[src/rtl/load_store_unit_pkg.sv]
// Shared types for the load/store unit: FSM states, access sizes, byte-mask constants
// and small helpers used by both the control FSM and the alignment datapath.
package lsu_types;

    typedef enum logic [1:0] {
        ST_IDLE   = 2'd0,
        ST_ACCESS = 2'd1,
        ST_DONE   = 2'd2
    } lsu_state_t;

    typedef enum logic [1:0] {
        SIZE_BYTE   = 2'b00,
        SIZE_HALF   = 2'b01,
        SIZE_WORD   = 2'b10,
        SIZE_DOUBLE = 2'b11
    } access_size_t;

    localparam logic [7:0] BE_MASK_BYTE   = 8'h01;
    localparam logic [7:0] BE_MASK_HALF   = 8'h03;
    localparam logic [7:0] BE_MASK_WORD   = 8'h0F;
    localparam logic [7:0] BE_MASK_DOUBLE = 8'hFF;

    // A 32-bit bus has no doubleword access; those codes collapse to a word.
    function automatic access_size_t eff_size(input logic [2:0] funct3, input logic wide_bus);
        access_size_t s;
        s = access_size_t'(funct3[1:0]);
        if (!wide_bus && s == SIZE_DOUBLE) s = SIZE_WORD;
        return s;
    endfunction

    function automatic logic [7:0] size_mask(input access_size_t s);
        case (s)
            SIZE_BYTE: return BE_MASK_BYTE;
            SIZE_HALF: return BE_MASK_HALF;
            SIZE_WORD: return BE_MASK_WORD;
            default:   return BE_MASK_DOUBLE;
        endcase
    endfunction

    function automatic logic is_misaligned(input access_size_t s, input logic [2:0] offset);
        case (s)
            SIZE_BYTE: return 1'b0;
            SIZE_HALF: return offset[0];
            SIZE_WORD: return |offset[1:0];
            default:   return |offset;
        endcase
    endfunction

endpackage

[src/rtl/load_store_unit_if.sv]
// Pipeline-side request/response bus and memory-side bus of the load/store unit.
// The misalign flag exists only when LSU_MISALIGN_TRAP_EN is defined.
interface lsu_req_if #(
    parameter int DATA_WIDTH = 32,
    parameter int ADDR_WIDTH = 32
);
    logic                  req_valid;
    logic                  req_read;
    logic                  req_write;
    logic [2:0]            req_funct3;
    logic [ADDR_WIDTH-1:0] req_addr;
    logic [DATA_WIDTH-1:0] req_wdata;
    logic                  req_ready;
    logic                  stall;
    logic                  resp_valid;
    logic [DATA_WIDTH-1:0] resp_rdata;
`ifdef LSU_MISALIGN_TRAP_EN
    logic                  misalign;
`endif

    modport master (
        output req_valid, req_read, req_write, req_funct3, req_addr, req_wdata,
        input  req_ready, stall, resp_valid, resp_rdata
`ifdef LSU_MISALIGN_TRAP_EN
        , input misalign
`endif
    );

    modport slave (
        input  req_valid, req_read, req_write, req_funct3, req_addr, req_wdata,
        output req_ready, stall, resp_valid, resp_rdata
`ifdef LSU_MISALIGN_TRAP_EN
        , output misalign
`endif
    );
endinterface

interface lsu_mem_if #(
    parameter int DATA_WIDTH = 32,
    parameter int ADDR_WIDTH = 32
);
    logic                    mem_read;
    logic                    mem_write;
    logic [ADDR_WIDTH-1:0]   mem_address;
    logic [DATA_WIDTH-1:0]   mem_wdata;
    logic [DATA_WIDTH/8-1:0] mem_byte_enable;
    logic [DATA_WIDTH-1:0]   mem_rdata;
    logic                    mem_resp;

    modport master (
        output mem_read, mem_write, mem_address, mem_wdata, mem_byte_enable,
        input  mem_rdata, mem_resp
    );

    modport slave (
        input  mem_read, mem_write, mem_address, mem_wdata, mem_byte_enable,
        output mem_rdata, mem_resp
    );
endinterface

[src/rtl/lsu_align.sv]
// Combinational alignment datapath: byte enables, store-data lane shift and
// load-data shift plus sign/zero extension.
module lsu_align
    import lsu_types::*;
#(
    parameter int DATA_WIDTH = 32,
    localparam int BE_W  = DATA_WIDTH / 8,
    localparam int OFF_W = $clog2(BE_W)
) (
    input  logic [2:0]            funct3,
    input  logic [OFF_W-1:0]      offset,
    input  logic [DATA_WIDTH-1:0] store_data,
    input  logic [DATA_WIDTH-1:0] load_data,
    output logic [BE_W-1:0]       byte_enable,
    output logic [DATA_WIDTH-1:0] store_shifted,
    output logic [DATA_WIDTH-1:0] load_extended
);
    access_size_t          size;
    logic [5:0]            shamt;
    logic [DATA_WIDTH-1:0] load_shifted;
    logic [DATA_WIDTH-1:0] keep_mask;
    logic                  sign_bit;

    assign size  = eff_size(funct3, DATA_WIDTH == 64);
    assign shamt = 6'({offset, 3'b000});

    // Enables that run past the top lane are simply dropped (misaligned access).
    assign byte_enable   = BE_W'(size_mask(size)) << offset;
    assign store_shifted = store_data << shamt;
    assign load_shifted  = load_data >> shamt;

    always_comb begin
        keep_mask = '1;
        sign_bit  = load_shifted[DATA_WIDTH-1];
        case (size)
            SIZE_BYTE: begin
                keep_mask = DATA_WIDTH'(8'hFF);
                sign_bit  = load_shifted[7];
            end
            SIZE_HALF: begin
                keep_mask = DATA_WIDTH'(16'hFFFF);
                sign_bit  = load_shifted[15];
            end
            SIZE_WORD: begin
                keep_mask = DATA_WIDTH'(32'hFFFF_FFFF);
                sign_bit  = load_shifted[31];
            end
            default: ;
        endcase
    end

    assign load_extended = (load_shifted & keep_mask) |
                           ((sign_bit && !funct3[2]) ? ~keep_mask : '0);

endmodule

[src/rtl/load_store_unit.sv]
// Load/store unit: accepts one memory op at a time and sequences it onto the memory bus.
// Define LSU_MISALIGN_TRAP_EN to trap misaligned ops instead of issuing them.
//
// state     | meaning
// ST_IDLE   | ready for a new op
// ST_ACCESS | strobes held on the memory bus, waiting for mem_resp
// ST_DONE   | one-cycle completion pulse on resp_valid
module load_store_unit
    import lsu_types::*;
#(
    parameter int DATA_WIDTH = 32,
    parameter int ADDR_WIDTH = 32
) (
    input  logic       clk,
    input  logic       rst,
    lsu_req_if.slave   req_bus,
    lsu_mem_if.master  mem_bus
);
    localparam int BE_W  = DATA_WIDTH / 8;
    localparam int OFF_W = $clog2(BE_W);

    lsu_state_t            state, state_next;
    logic                  accept;
    logic                  trap;
    logic                  op_read_q;
    logic [2:0]            funct3_q;
    logic [ADDR_WIDTH-1:0] addr_q;
    logic [DATA_WIDTH-1:0] wdata_q;
    logic [DATA_WIDTH-1:0] rdata_q;
    logic [BE_W-1:0]       be_calc;
    logic [DATA_WIDTH-1:0] wdata_shifted;
    logic [DATA_WIDTH-1:0] load_ext;

    assign accept = (state == ST_IDLE) && req_bus.req_valid &&
                    (req_bus.req_read || req_bus.req_write);

`ifdef LSU_MISALIGN_TRAP_EN
    logic misalign_q;

    assign trap = is_misaligned(eff_size(req_bus.req_funct3, DATA_WIDTH == 64),
                                3'(req_bus.req_addr[OFF_W-1:0]));
    assign req_bus.misalign = (state == ST_DONE) && misalign_q;

    always_ff @(posedge clk) begin
        if (rst)         misalign_q <= 1'b0;
        else if (accept) misalign_q <= trap;
    end
`else
    assign trap = 1'b0;
`endif

    always_ff @(posedge clk) begin
        if (rst) state <= ST_IDLE;
        else     state <= state_next;
    end

    always_comb begin
        state_next = state;
        case (state)
            ST_IDLE:   if (accept) state_next = trap ? ST_DONE : ST_ACCESS;
            ST_ACCESS: if (mem_bus.mem_resp) state_next = ST_DONE;
            ST_DONE:   state_next = ST_IDLE;
            default:   state_next = ST_IDLE;
        endcase
    end

    // Request fields are frozen at accept so the bus stays stable through ACCESS.
    always_ff @(posedge clk) begin
        if (rst) begin
            op_read_q <= 1'b0;
            funct3_q  <= 3'b000;
            addr_q    <= '0;
            wdata_q   <= '0;
            rdata_q   <= '0;
        end else begin
            if (accept) begin
                op_read_q <= req_bus.req_read;
                funct3_q  <= req_bus.req_funct3;
                addr_q    <= req_bus.req_addr;
                wdata_q   <= req_bus.req_wdata;
                rdata_q   <= '0;
            end
            if (state == ST_ACCESS && mem_bus.mem_resp)
                rdata_q <= op_read_q ? load_ext : '0;
        end
    end

    lsu_align #(.DATA_WIDTH(DATA_WIDTH)) u_align (
        .funct3        (funct3_q),
        .offset        (addr_q[OFF_W-1:0]),
        .store_data    (wdata_q),
        .load_data     (mem_bus.mem_rdata),
        .byte_enable   (be_calc),
        .store_shifted (wdata_shifted),
        .load_extended (load_ext)
    );

    assign req_bus.req_ready  = (state == ST_IDLE);
    assign req_bus.stall      = accept || (state == ST_ACCESS);
    assign req_bus.resp_valid = (state == ST_DONE);
    assign req_bus.resp_rdata = rdata_q;

    assign mem_bus.mem_read        = (state == ST_ACCESS) && op_read_q;
    assign mem_bus.mem_write       = (state == ST_ACCESS) && !op_read_q;
    assign mem_bus.mem_address     = {addr_q[ADDR_WIDTH-1:OFF_W], {OFF_W{1'b0}}};
    assign mem_bus.mem_wdata       = wdata_shifted;
    assign mem_bus.mem_byte_enable = (state == ST_ACCESS) ? be_calc : '0;

endmodule

[src/flat_wrapper.sv]
// flat-port wrapper written by rule: the top's interface ports become plain ports
module load_store_unit_flat import lsu_types::*;
#(
    parameter int DATA_WIDTH = 32,
    parameter int ADDR_WIDTH = 32
)
  (clk, rst, req_bus_req_valid, req_bus_req_read, req_bus_req_write, req_bus_req_funct3, req_bus_req_addr, req_bus_req_wdata, req_bus_req_ready, req_bus_stall, req_bus_resp_valid, req_bus_resp_rdata, mem_bus_mem_read, mem_bus_mem_write, mem_bus_mem_address, mem_bus_mem_wdata, mem_bus_mem_byte_enable, mem_bus_mem_rdata, mem_bus_mem_resp);
  lsu_req_if #(.DATA_WIDTH(DATA_WIDTH), .ADDR_WIDTH(ADDR_WIDTH)) req_bus_i ();
  lsu_mem_if #(.DATA_WIDTH(DATA_WIDTH), .ADDR_WIDTH(ADDR_WIDTH)) mem_bus_i ();
  input  logic clk;
  input  logic rst;
  input wire logic [$bits(req_bus_i.req_valid)-1:0] req_bus_req_valid;
  input wire logic [$bits(req_bus_i.req_read)-1:0] req_bus_req_read;
  input wire logic [$bits(req_bus_i.req_write)-1:0] req_bus_req_write;
  input wire logic [$bits(req_bus_i.req_funct3)-1:0] req_bus_req_funct3;
  input wire logic [$bits(req_bus_i.req_addr)-1:0] req_bus_req_addr;
  input wire logic [$bits(req_bus_i.req_wdata)-1:0] req_bus_req_wdata;
  output wire logic [$bits(req_bus_i.req_ready)-1:0] req_bus_req_ready;
  output wire logic [$bits(req_bus_i.stall)-1:0] req_bus_stall;
  output wire logic [$bits(req_bus_i.resp_valid)-1:0] req_bus_resp_valid;
  output wire logic [$bits(req_bus_i.resp_rdata)-1:0] req_bus_resp_rdata;
  output wire logic [$bits(mem_bus_i.mem_read)-1:0] mem_bus_mem_read;
  output wire logic [$bits(mem_bus_i.mem_write)-1:0] mem_bus_mem_write;
  output wire logic [$bits(mem_bus_i.mem_address)-1:0] mem_bus_mem_address;
  output wire logic [$bits(mem_bus_i.mem_wdata)-1:0] mem_bus_mem_wdata;
  output wire logic [$bits(mem_bus_i.mem_byte_enable)-1:0] mem_bus_mem_byte_enable;
  input wire logic [$bits(mem_bus_i.mem_rdata)-1:0] mem_bus_mem_rdata;
  input wire logic [$bits(mem_bus_i.mem_resp)-1:0] mem_bus_mem_resp;
  assign req_bus_i.req_valid = req_bus_req_valid;
  assign req_bus_i.req_read = req_bus_req_read;
  assign req_bus_i.req_write = req_bus_req_write;
  assign req_bus_i.req_funct3 = req_bus_req_funct3;
  assign req_bus_i.req_addr = req_bus_req_addr;
  assign req_bus_i.req_wdata = req_bus_req_wdata;
  assign req_bus_req_ready = req_bus_i.req_ready;
  assign req_bus_stall = req_bus_i.stall;
  assign req_bus_resp_valid = req_bus_i.resp_valid;
  assign req_bus_resp_rdata = req_bus_i.resp_rdata;
  assign mem_bus_mem_read = mem_bus_i.mem_read;
  assign mem_bus_mem_write = mem_bus_i.mem_write;
  assign mem_bus_mem_address = mem_bus_i.mem_address;
  assign mem_bus_mem_wdata = mem_bus_i.mem_wdata;
  assign mem_bus_mem_byte_enable = mem_bus_i.mem_byte_enable;
  assign mem_bus_i.mem_rdata = mem_bus_mem_rdata;
  assign mem_bus_i.mem_resp = mem_bus_mem_resp;
  load_store_unit #(.DATA_WIDTH(DATA_WIDTH), .ADDR_WIDTH(ADDR_WIDTH)) u_core (.clk(clk), .rst(rst), .req_bus(req_bus_i), .mem_bus(mem_bus_i));
endmodule
[config.mk]
export PLATFORM = sky130hd
export DESIGN_NAME = load_store_unit_flat
export DESIGN_NICKNAME = d
export VERILOG_FILES = /design/src/rtl/load_store_unit_pkg.sv /design/src/rtl/load_store_unit_if.sv /design/src/rtl/lsu_align.sv /design/src/rtl/load_store_unit.sv /design/src/flat_wrapper.sv
export SDC_FILE = /design/constraint.sdc
export NUM_CORES = 1
export LEC_CHECK = 0
export CAP_MARGIN = 20
export CORE_MARGIN = 3
export CORE_UTILIZATION = 55
export CTS_BUF_LIST = sky130_fd_sc_hd__clkbuf_8 sky130_fd_sc_hd__clkbuf_16
export DETAILED_ROUTE_END_ITERATION = 16
export DONT_BUFFER_PORTS = 1
export GPL_ROUTABILITY_DRIVEN = 1
export PLACE_DENSITY = 0.67
export SETUP_SLACK_MARGIN = 0.5
export SYNTH_ARGS = -nofsm -noshare
export SYNTH_HDL_FRONTEND = slang
export SYNTH_SLANG_ARGS = --single-unit
export TNS_END_PERCENT = 1
[constraint.sdc]
create_clock -name clk -period 2.3 [get_ports clk]
set_input_delay 0.46 -clock clk [delete_from_list [all_inputs] [get_ports clk]]
set_output_delay 0.46 -clock clk [all_outputs]
set_load 0.02 [all_outputs]
# == Word-level counts from Yosys, hierarchy flattened ==
# Index checks and enable logic that the tools add are counted.
# op_classes
addsub,0
multipliers,0
n_div,0
magnitude_cmp,0
eq_ne,7
shift,3
n_mux,12
bitwise_logic,3
n_reduce_logical,14
# op_table
op,count
$mux W32,4
$pmux W32 S2,1
$and A32 B32 Y32,1
$not A32 Y32,1
$or A32 B32 Y32,1
$shl A32 B5 Y32,1
$shr A32 B5 Y32,1
$pmux W4 S3,1
$eq A2 B2 Y1 const B,3
$logic_and A1 B1 Y1,6
$mux W2,3
$eq A2 B1 Y1 const B,2
$logic_not A2 Y1,2
$mux W4,1
$pmux W2 S2,1
$shl A4 B2 Y4,1
$logic_not A1 Y1,2
$logic_or A1 B1 Y1,2
$ne A2 B1 Y1 const B,1
$ne A2 B2 Y1 const B,1
$pmux W1 S2,1
$reduce_and A2 Y1,1
$reduce_bool A2 Y1,1
# totals
ff_bits,102
latchBits,0
ramBits,0
romBits,0
out_inout_bits,105
word_cells,45
memories,0

# == Longest topological paths before layout ==
# Gate-level depths: netlist of run 1.
# depth
word_depth,9
depth_mapped,7
ltp_nobuf,4

# == By module ==
# From an unflattened synthesis of run 1, not the netlist that was laid out.
# hier_totals
hier_cells,720
hier_area_um2,6326.1
# by_module_without_submodules
module,n_inst,cells_per_inst,area_per_inst_um2,seq_area_each_um2
load_store_unit,1,514,4858.4,2042.0
lsu_align,1,206,1467.7,0.0

# == Least setup slack after synthesis of run 1 ==
# Ideal clock, no wire load.
# synth_path
kind,flip-flop to output port
start,register u_core.addr_q[1]
end,output mem_bus_mem_byte_enable[2]
t_arrival_ps,1560
setup_slack_ps,280
stages_incl_launch_ff,6
path_buffers,4
cell_sequence,dfxtp_1 > buf_2 > buf_4 > buf_2 > buf_2 > a211oi_1
# synth_via
elab_chain_len,2
# synth_rtl
element,line,rtl
"start, declared",load_store_unit.sv:27,logic [ADDR_WIDTH-1:0] addr_q;
"start signal, assigned",load_store_unit.sv:79,addr_q <= req_bus.req_addr;
$shl A4 B2 Y4,lsu_align.sv:28,assign byte_enable = BE_W'(size_mask(size)) << offset;
$mux W4,load_store_unit.sv:107,assign mem_bus.mem_byte_enable = (state == ST_ACCESS) ? be_calc : '0;
"end, declared",flat_wrapper.sv:26,output wire logic [$bits(mem_bus_i.mem_byte_enable)-1:0] mem_bus_mem_byte_enable;
# Every way passes these cells.

# == Worst setup path after layout of run 1 ==
# layout_path
start,register u_core.addr_q[1]
end,output mem_bus_mem_wdata[23]
# layout_via
elab_chain_len,1
# layout_rtl
element,line,rtl
$shl A32 B5 Y32,lsu_align.sv:29,assign store_shifted = store_data << shamt;
"end, declared",flat_wrapper.sv:25,output wire logic [$bits(mem_bus_i.mem_wdata)-1:0] mem_bus_mem_wdata;
# Every way passes these cells.

==> flow_summary.yaml, run 1 <==
global_route:
  grt_pass1_vias: 3880
  overflow: 0
  track_usage_pct: 24.37
  grt_pass1_wl_um: 19960
  antenna_found_initial: 0
  grt_max_degree: 89
yosys:
  synthesis.area_um2: 4999
  synth_seq_cells: 102
  synthArstFlopShare_pct: 0
  ys.flop_type: "dfxtp_1"
  ys_warn_count: 0
  synth_top_cell_by_area: "dfxtp_1"
  synth_top_area_share_pct: 40.85
  synthTopCellsByArea: "dfxtp_1 (41%), nand2_1 (12%), a21oi_1 (8.4%)"
  yosysSeqAreaShare_pct: 40.85
  synth_edf_count: 0
  syn_inst: 618
  synth_cell_types: 37
  syn_avg_cell_area_um2: 8.088
hold_path:
  hp-class: "input pin to flip-flop"
  hp-start: "rst"
  holdPathEnd: "u_core.addr_q[13]$_SDFFE_PP0P_"
  holdPathStages: 1
worst_setup_path:
  cp_max_fo: 8
  crit_arrival_ns: 1.52
  criticalPathCategory: "flip-flop to output pin"
  r2r_cells: 4
  timing.rr.end: "u_core.req_bus.resp_rdata[19]$_SDFFE_PP0P_"
  cp.required_ns: 1.84
  r2r_setup_slack_ns: 0.40
  reg2reg_from: "u_core.addr_q[1]$_SDFFE_PP0P_"
  setup.worst_path.start_class: "flip-flop"
  end_kind: "output pin"
clock_network:
  path_clk_slew_ns: 0.10
  cts_sinks: 102
  cts_tree: "done"
  root_buffer: "clkbuf_8"
  numCtsBuffers: 9
  h-tree-depth: 3
  clk_latency_ns: 0.37
  max-clock-path-buffers: 2
finish:
  multi_input_area_um2: 2684
  register_area_um2: 2049
  diodes: 0
  n_fill_cell: 816
  drive_above_1_share_pct: 17.62
  nets: 680
  area_delta_synth_final_pct: 8.010
  final_core_util_pct: 61.61
sta:
  worst_pin_slew_ns: 1.065
  setup_viol: 0
  fin_tns_setup_ns: 0
  slew_violations: 0
  slew-limit-headroom_pct: 28.69
  period_share_pct: 86.15
  fmax_mhz: 504.7
  fin_skew_ns: 0.01205
  fin_crit_ns: 1.981
  hold_violations: 0
  rsz0062_at_grt: "yes"
die:
  design.core.area_um2: 8763
  ios: 210
  die_x_um: 101.3
  die_y_um: 101.3
  initial_core_util_pct: 57.04
  rows: 34
  die_area_um2: 10270
drt:
  detail-route-antenna-nets: 0
  drc: 0
  drt-initial-drc-count: 97
  wl_um: 13080
  vias_per_cell: 5.885
  first_pass_iters: 5
  wl_per_cell_um: 19.04
  num_vias: 4043
power_and_ir_drop:
  ir_worst_vdd_mv: 0.3989
  power_leakage_nw: 1.885
  finalPower_mw: 3.649
  power_density_nw_per_um2: 675.8
placed_design:
  numPortBuffers: 0
  hpwl_um: 9112
  globalplace.congestion: 0.8729
run:
  drv_cap: 0
status:
  outcome: "finished clean"
## sequential cells by signal (all words and copies together), names as in the netlist
name	cells
u_core.req_bus.resp_rdata	32
u_core.op_read_q	1
u_core.state	2
u_core.addr_q	32
u_core.wdata_q	32
u_core.funct3_q	3
## worst max-delay path, cell delays in order, from the launching register on
cell	delay (ns)
dfxtp_4	0.48
buf_12	0.18
mux2i_4	0.26
o21ai_2	0.08
buf_4	0.16
## metal layers
metal	vias up	global-route usage (%)	part of all wire, %
li1	1991	-	-
met1	1907	27.52	38
met2	132	42.81	51
met3	13	9.435	9.8
met4	0	6.748	1.3
met5	-	0	0
## Yosys cell counts, types with 9 or more instances
library cell	instances
buf_2	16
dfxtp_1	102
a22o_1	9
buf_4	36
mux2i_1	32
a21oi_1	84
o21ai_0	17
nor2b_1	17
clkbuf_1	27
a211oi_1	10
nand2_1	160
o21bai_1	16
nor2_1	16
## cells by family after synthesis
logic type	synth area share, %
flip-flops	40.85
multiplexers	6.859
other	0.07502
buffers and inverters	10.61
AND/OR/NAND/NOR	19.88
AO/OA/AOI/OAI	21.73
## cell usage in the layout (no fill, tap or decap), types with 9 or more instances in the layout
master and n:
a21oi_2 9, nand2_1 160, buf_4 20, dfxtp_1 100, nor2b_1 12, clkbuf_8 9
o21bai_1 16, a22o_1 9, a21oi_1 75, o21ai_0 9, mux2i_1 25
## how the worst max path moves through the flow
stage | end | cells past startpoint | slack, ns | startpoint
3_5_place_dp | u_core.req_bus.resp_rdata[13]$_SDFFE_PP0P_ | 4 | 0.15 | req_bus_req_read
3_3_place_gp | u_core.req_bus.resp_rdata[10]$_SDFFE_PP0P_ | 4 | 0.17 | req_bus_req_read
4_1_cts | mem_bus_mem_wdata[23] | 5 | 0.34 | u_core.addr_q[0]$_SDFFE_PP0P_
6_report | mem_bus_mem_wdata[23] | 4 | 0.32 | u_core.addr_q[1]$_SDFFE_PP0P_
5_1_grt | mem_bus_mem_wdata[17] | 4 | 0.27 | u_core.addr_q[1]$_SDFFE_PP0P_
2_1_floorplan | mem_bus_mem_byte_enable[3] | 6 | 0.42 | u_core.addr_q[1]$_SDFFE_PP0P_
## timing repair
action                                  CTS  global route
gates cloned                              2             0
endpoints found under the setup margin   71            71
pin swaps                                 2             0
setup buffers                             3             0
hold buffers                              0             0
gates resized for setup                  52            13
## metrics by stage
stage | instances | hold slack, ns | instance area, µm² | setup WS (ns)
finish | 687 | 0.1550 | 5399 | 0.3186
global route | 687 | 0.1304 | 5399 | 0.2681
CTS | 687 | 0.1371 | 5343 | 0.3418
detailed placement | 667 | 0.4445 | 4875 | 0.1536
global placement | 667 | 0.4393 | 4875 | 0.1717
floorplan | 619 | 0.4318 | 5054 | 0.4175
## power breakdown
part           switching, mW  internal, mW
logic                  0.379         0.242
registers              0.117          1.84
clock network          0.661         0.407
total                   1.16          2.49
## area by class of cell
type / instances / area share (%)
Multi-Input combinational cell: 429 / 49.71
Timing Repair Buffer: 30 / 6.304
Inverter: 3 / 0.2086
Sequential cell: 102 / 37.96
Tap cell: 108 / 2.503
Clock buffer: 9 / 2.294
Clock inverter: 6 / 1.020
(Power assumes the default switching activity.)
==> inputs of run 2 (changes only) <==
Settings changed: SETUP_SLACK_MARGIN 0.5 to 0.4.
==> flow_summary.yaml, run 2 (synthesis results as in run 1) <==
finish:
  nets: 690
  n_fill_cell: 804
  mostFrequentLayoutCell: "nand2_1"
  most-common-layout-cells: "nand2_1 (160), dfxtp_1 (98), a21oi_1 (76), buf_4 (32), mux2i_1 (24)"
  diodes: 0
  area_delta_synth_final_pct: 7.459
  drive_above_1_share_pct: 17.49
die:
  ios: 210
  die_area_um2: 10270
  initial_core_util_pct: 57.04
  die_y_um: 101.3
  rows: 34
  design.core.area_um2: 8763
  die_x_um: 101.3
power_and_ir_drop:
  seq_power_share_pct: 54.1
  ir_worst_vdd_mv: 0.3451
  pwr-share-comb_pct: 16.8
  p_sw_mw: 1.137
  internal_power_mw: 2.484
  power_density_nw_per_um2: 674.0
  sw_frac_of_total_pct: 31.40
  power_leakage_nw: 1.917
  p_clk_share_pct: 29.0
sta:
  fin_tns_setup_ns: 0
  setup_viol: 0
  period_share_pct: 85.24
  slew-limit-headroom_pct: 55.20
  finalWorstSetupSlack_ns: 0.3394
  hold_violations: 0
  fin_crit_ns: 1.961
  slew_violations: 0
  rsz0062_at_grt: "yes"
  fin_skew_ns: 0.01415
  worst_pin_slew_ns: 0.6695
  fmax_mhz: 510.0
drt:
  drt-initial-drc-count: 101
  drc: 0
  wl_per_cell_um: 18.92
  detail-route-antenna-nets: 0
  num_vias: 4161
  wl_um: 13190
  vias_per_cell: 5.970
  first_pass_iters: 4
clock_network:
  clk_latency_ns: 0.37
  cts-hold-fix-buffers: 0
  path_clk_slew_ns: 0.11
  numCtsBuffers: 9
  cts_tree: "done"
  cts_sinks: 102
  h-tree-depth: 3
  root_buffer: "clkbuf_8"
  max-clock-path-buffers: 2
worst_setup_path:
  criticalPathCategory: "flip-flop to output pin"
  cp.buffers_inverters: 2
  cp_slowest_cell: "dfxtp_4"
  max_stage_delay_ns: 0.43
  r2r_cells: 5
  end_kind: "output pin"
  cp.required_ns: 1.84
  critPathLaunch: "u_core.addr_q[1]$_SDFFE_PP0P_"
  reg2reg_from: "u_core.addr_q[1]$_SDFFE_PP0P_"
  cp_max_fo: 8
  crit_arrival_ns: 1.50
  crit_path_cell_trace: "buf_6 -> mux2i_4 -> o21ai_0 -> buf_4"
  cpLargestDelayFamily: "flip-flops"
  setup.worst_path.start_class: "flip-flop"
  cp_num_cells: 4
hold_path:
  hp-start: "rst"
  holdPathStages: 1
  hp-class: "input pin to flip-flop"
placed_design:
  hpwl_um: 9304
  numPortBuffers: 0
  pre_cts_slack_ns: 0.4537
  globalplace.congestion: 0.8790
status:
  outcome: "finished clean"
global_route:
  antenna_found_initial: 0
  overflow: 0
  grt_max_degree: 89
  grt_pass1_wl_um: 19750
  grt_pass1_vias: 3984
  track_usage_pct: 24.18
run:
  drv_cap: 0
## run 2: cell type report
| type | count | area (µm²) | share of cell area [%] |
|---|---|---|---|
| sequential | 102 | 2052 | 38.20 |
| multi-input combinational | 429 | 2618 | 48.73 |
| inverter | 3 | 11.26 | 0.2096 |
| clock buffer | 9 | 123.9 | 2.306 |
| timing repair buffer | 40 | 379.1 | 7.058 |
| clock inverter | 6 | 52.55 | 0.9783 |
| tap | 108 | 135.1 | 2.516 |
## run 2: power by group through the flow
stage | combinational [mW] | clock (mW) | sequential [mW]
floorplan | 0.545 | 0 | 1.92
global placement | 0.517 | 0 | 1.99
detailed placement | 0.531 | 0 | 1.99
CTS | 0.565 | 1.07 | 1.96
global route | 0.665 | 1.15 | 1.97
finish | 0.609 | 1.05 | 1.96
## run 2: final timing paths
kind / endpoint / slack [ns]
hold reg to reg: u_core.wdata_q[26]$_SDFFE_PP0P_ / 0.47
setup / recovery: mem_bus_mem_wdata[19] / 0.34
hold / removal: u_core.funct3_q[0]$_SDFFE_PP0P_ / 0.15
setup reg to reg: u_core.req_bus.resp_rdata[20]$_SDFFE_PP0P_ / 0.43
## run 2: worst register-to-register path, cell delays in order (launching register included)
cell      delay, ns
dfxtp_4        0.43
buf_4          0.15
buf_4          0.11
mux4_2         0.53
o2111a_4       0.37
o21bai_1       0.18
## run 2: layer usage
| layer | global-route usage, % | wire, µm |
|---|---|---|
| met1 | 27.02 | 5054 |
| met2 | 41.35 | 6533 |
| met3 | 7.713 | 1164 |
| met4 | 12.07 | 437 |
| met5 | 0 | 0 |
## run 2: timing repair
action	in CTS	in global routing
buffers inserted	3	7
setup endpoints to repair	35	47
pin swaps	0	2
endpoints found under the hold margin	0	0
cloned	0	1
gates resized for setup	31	39
## run 2: metrics by stage
step	area [µm²]	cells	hold slack (ns)	power, mW	util, %
2_1_floorplan	5002	619	0.4318	2.466	-
3_3_place_gp	4856	671	0.4417	2.510	55.41
3_5_place_dp	4856	671	0.4433	2.525	55.41
4_1_cts	5170	689	0.1333	3.595	58.99
5_1_grt	5371	697	0.1158	3.786	61.29
6_report	5371	697	0.1490	3.621	61.29
